===== src/rtl/master_rd_data_fifo_rdctrl.sv =====
// Read-side controller for a master read-data FIFO. It prefetches beats
// from a 1-cycle-latency FIFO into a 2-entry output buffer and uses a
// queue of burst lengths to present them as R-channel bursts with m_last.
module master_rd_data_fifo_rdctrl #(
  parameter int c_DATA_WIDTH           = 32,
  parameter int c_LEN_QUEUE_DEPTH_WIDTH = 2
) (
  input  logic                    rd_clk,
  input  logic                    rd_rst,
  input  logic [c_DATA_WIDTH-1:0] fifo_rd_data,
  input  logic                    fifo_rd_empty,
  output logic                    fifo_rd_en,
  input  logic                    cmd_valid,
  output logic                    cmd_ready,
  input  logic [7:0]              cmd_len,
  output logic [c_DATA_WIDTH-1:0] m_data,
  output logic                    m_valid,
  input  logic                    m_ready,
  output logic                    m_last,
  output logic                    busy
);

  localparam int QW = c_LEN_QUEUE_DEPTH_WIDTH;
  localparam int QD = 1 << QW;

  // output buffer: two entries, ping-pong pointers
  logic [1:0][c_DATA_WIDTH-1:0] obuf;
  logic                         wr_ptr, rd_ptr;
  logic [1:0]                   occ;
  logic                         inflight;

  // burst-length queue
  logic [QD-1:0][7:0] lq;
  logic [QW-1:0]      q_wr, q_rd;
  logic [QW:0]        q_cnt, q_cnt_nxt;
  logic               q_full;
  logic [7:0]         beat_cnt;

  logic       has_beat, has_cmd, xfer, push, qpop;
  logic [2:0] pend;

  // handshakes, prefetch decision and reset-gated outputs
  always_comb begin
    has_beat  = (occ != 2'd0);
    has_cmd   = (q_cnt != '0);
    m_valid   = !rd_rst && has_beat && has_cmd;
    m_data    = rd_rst ? '0 : obuf[rd_ptr];
    m_last    = m_valid && (beat_cnt == lq[q_rd]);
    xfer      = m_valid && m_ready;
    qpop      = xfer && m_last;
    cmd_ready = !rd_rst && !q_full;
    push      = cmd_valid && cmd_ready;
    busy      = !rd_rst && (has_cmd || has_beat || inflight);
    // slots already claimed after this cycle's transfer; xfer implies occ>0
    pend       = {1'b0, occ} + {2'b00, inflight} - {2'b00, xfer};
    fifo_rd_en = !rd_rst && !fifo_rd_empty && (pend < 3'd2);
    q_cnt_nxt  = q_cnt + {{QW{1'b0}}, push} - {{QW{1'b0}}, qpop};
  end

  // output buffer: capture the beat popped last cycle, release on transfer
  always_ff @(posedge rd_clk) begin
    if (rd_rst) begin
      obuf     <= '0;
      wr_ptr   <= 1'b0;
      rd_ptr   <= 1'b0;
      occ      <= 2'd0;
      inflight <= 1'b0;
    end else begin
      if (inflight) begin
        obuf[wr_ptr] <= fifo_rd_data;
        wr_ptr       <= ~wr_ptr;
      end
      if (xfer) rd_ptr <= ~rd_ptr;
      occ      <= occ + {1'b0, inflight} - {1'b0, xfer};
      inflight <= fifo_rd_en;
    end
  end

  // length queue and beat counter of the head burst
  always_ff @(posedge rd_clk) begin
    if (rd_rst) begin
      lq       <= '0;
      q_wr     <= '0;
      q_rd     <= '0;
      q_cnt    <= '0;
      q_full   <= 1'b0;
      beat_cnt <= 8'd0;
    end else begin
      if (push) begin
        lq[q_wr] <= cmd_len;
        q_wr     <= q_wr + 1'b1;
      end
      if (qpop) q_rd <= q_rd + 1'b1;
      q_cnt  <= q_cnt_nxt;
      q_full <= (q_cnt_nxt == (QW+1)'(QD));
      if (xfer) beat_cnt <= m_last ? 8'd0 : beat_cnt + 8'd1;
    end
  end

endmodule

===== config.mk =====
export PLATFORM = sky130hd
export DESIGN_NAME = master_rd_data_fifo_rdctrl
export DESIGN_NICKNAME = d
export VERILOG_FILES = /design/src/rtl/master_rd_data_fifo_rdctrl.sv
export SDC_FILE = /design/constraint.sdc
export NUM_CORES = 1
export LEC_CHECK = 0
export CORE_UTILIZATION = 40
export DETAILED_ROUTE_END_ITERATION = 7
export SYNTH_ARGS = -nofsm -noshare
export SYNTH_HDL_FRONTEND = slang
export SYNTH_SLANG_ARGS = --single-unit

===== constraint.sdc =====
create_clock -name rd_clk -period 3.45 [get_ports rd_clk]
set_input_delay 0.69 -clock rd_clk [delete_from_list [all_inputs] [get_ports rd_clk]]
set_output_delay 0.69 -clock rd_clk [all_outputs]
set_load 0.02 [all_outputs]

==> flow_summary.yaml <==
logic_synthesis:
  syn_area_sq_um: 5280
  avgSynthCellArea_sq_um: 7.97
  synth_top_family_by_area: "simple AND/OR/NAND/NOR gates"
  ys_seq_elements: 117
  synth-xor-area-share_pct: 3.65
  synth_nets: 718
  netlist.area_leader.share_pct: 44.4
  synth_compound_area_share_pct: 12.2
  async_flop_share_pct: 0
  yosys-top-cells-count: "nand2_1 (204), dfxtp_1 (117), a21oi_1 (100)"
  seq_area_frac_synth_pct: 44.4
  synth_cells: 662
  synth.distinct_cells: 41
  synthTopCellsByArea: "dfxtp_1 (44%), nand2_1 (15%), a21oi_1 (9.5%), mux2i_1 (8.7%), nor2_1 (3.0%)"
  synthAdderAreaFrac_pct: 2.89
  synth_most_common_cell: "nand2_1"
  synth_warnings: 0
  synth_ff_type: "dfxtp_1"
  synth_edf_count: 0
  muxShareOfSynthArea_pct: 9.37
  synth-simple-area-share_pct: 22.5
  yosysTopAreaCell: "dfxtp_1"
hold_path:
  hp-class: "reg2reg"
routing:
  dr.pass1.iters: 5
  drt-total-wl_um: 13400
  drc: 0
  routed-via-count: 4624
  drt_iter0_drc: 259
  wl_per_cell_um: 14.6
  antenna_left: 0
  avgViaCountPerCell: 5.05
global_routing:
  grt_pass1_wl_um: 21900
  grt_overflow: 0
  grt_max_degree: 89
  grt_pass1_vias: 4555
  grtUsageTotal_pct: 21.1
  antenna_found_initial: 0
floorplanning:
  dieHeight_um: 117
  start_util_pct: 41.5
  ios: 82
  die_w_um: 117
  coreArea_sq_um: 12700
  dieArea_sq_um: 13700
  rows: 41
timing:
  whs_ns: 0.451
  setup_viol: 0
  finalCritPeriodShare_pct: 96.2
  skew_ns: 0.00565
  rsz0062_at_grt: "yes"
  setup_ws_ns: 0.132
  hold_viol: 0
  setup_tns_ns: 0
  worst_pin_slew_ns: 0.768
  maxSlewHeadroom_pct: 48.8
  fmax_mhz: 301
  fin_crit_ns: 3.32
  drv_slew: 0
worst_setup_path:
  critical_path_class: "in2out"
  worstPathMaxFanout: 2
  end_kind: "output port"
  critPathLaunchType: "input port"
  cp.arrival_ns: 2.63
  crit_required_ns: 2.76
power:
  comb_power_share_pct: 13.4
  internal_power_mw: 2.73
  p_sw_uw: 955
  pwr-share-clk_pct: 46.8
  ir_worst_vdd_uv: 442
  switching_share_pct: 25.9
  pwr-share-seq_pct: 39.8
  finalPower_mw: 3.69
  power_density_nw_per_um2: 536
  p_leak_nw: 2.34
cts:
  hold_buffers: 0
  cts_buffers: 17
  cts_max_path_buffers: 2
  clk_latency_ns: 0.41
  cts-root-buf: "clkbuf_16"
  ctsHtreeMaxLevel: 4
  clk_pin_slew_ns: 0.06
  cts_tree: "built"
  post-cts-setup-buffer-count: 0
  cts_sinks: 117
final_layout:
  syn_to_final_growth_pct: 30.5
  final_core_util_pct: 54.1
  num-nets-final: 787
  drive_gt1_share_pct: 8.87
  final-instance-count-excl-fill: 916
  finalInstanceArea_sq_um: 6880
  insertedDiodeCount: 0
place:
  placed_area_sq_um: 6280
  dp_cells: 884
  io_buffers: 81
  dp_slack_ns: -0.414
  gp_congestion: 0.809
  post-dp-hpwl_um: 8550
status:
  status: "complete, no violations"
flow_run:
  drv_cap: 0
==> placed cells by master (no fill, tap or decap), drive strengths merged, types with 6 or more instances in the layout <==
cell type	count
clkdlybuf4s50	78
clkinv	6
nor3	8
and3	8
a21oi	100
inv	11
mux2i	46
ha	9
xnor2	10
dfxtp	117
nand3	6
clkbuf	20
xor2	12
buf	19
nand2	204
nor2	42
==> cell families after synthesis <==
family / after synthesis
AOI/OAI and AO/OA: 115
xor gates and xnor gates: 22
adders and majority gates: 11
buffers and inverters: 60
DFF: 117
muxes: 48
and+or+nand+nor: 289
==> worst max-delay path: stages <==
cell and delay [ns]:
clkdlybuf4s50_1 0.41, nand2_1 0.10, clkinv_2 0.07, ha_1 0.27, inv_1 0.04, ha_1 0.18, fa_2 0.34, xnor2_1 0.29
nor4_4 0.05, buf_4 0.19
==> power groups by stage <==
stage | Combinational, mW | Sequential (mW) | Clock (mW)
2_1_floorplan | 0.317 | 1.48 | 0
3_3_place_gp | 0.484 | 1.49 | 0
5_1_grt | 0.543 | 1.48 | 1.81
4_1_cts | 0.497 | 1.47 | 1.75
3_5_place_dp | 0.493 | 1.50 | 0
6_report | 0.493 | 1.47 | 1.73
==> flip-flops by register name, indices dropped and copies added, names as in the netlist <==
| register | count |
|---|---|
| beat_cnt | 8 |
| inflight | 1 |
| lq | 32 |
| obuf | 64 |
| occ | 2 |
| q_cnt | 3 |
| q_full | 1 |
| q_rd | 2 |
| q_wr | 2 |
| rd_ptr | 1 |
| wr_ptr | 1 |
==> per-layer routing <==
layer  up-vias  track usage [%]  part of all wire [%]  wire (um)
li1       2315                -                     -          -
met1      2189             26.5                    47       6230
met2       112             35.0                    47       6300
met3         8             6.23                   5.5        731
met4         0             5.99                  0.72         96
met5         -                0                     0          0
==> worst paths after layout <==
| path | startpoint | to | slack [ns] | cells past startpoint |
|---|---|---|---|---|
| min reg2reg | obuf[21] | obuf[21] | 0.45 | 2 |
| max reg2reg | q_rd[0] | q_full | 0.28 | 11 |
| min | obuf[21] | obuf[21] | 0.45 | 2 |
| max | m_ready | fifo_rd_en | 0.13 | 10 |
==> what timing repair did <==
item,4_1_cts,5_1_grt
setup endpoints to repair,2,19
pin swaps,0,1
resized for setup,6,5
==> cell type report <==
cell class	instances	area, sq um
multi-input cells	485	2730
inverters	12	46.3
clock buffers	20	457
repair buffers	98	961
flip-flops and latches	117	2340
well taps	172	215
fillers	1207	5840
clock inverters	12	130
(Power assumes the default switching activity.)
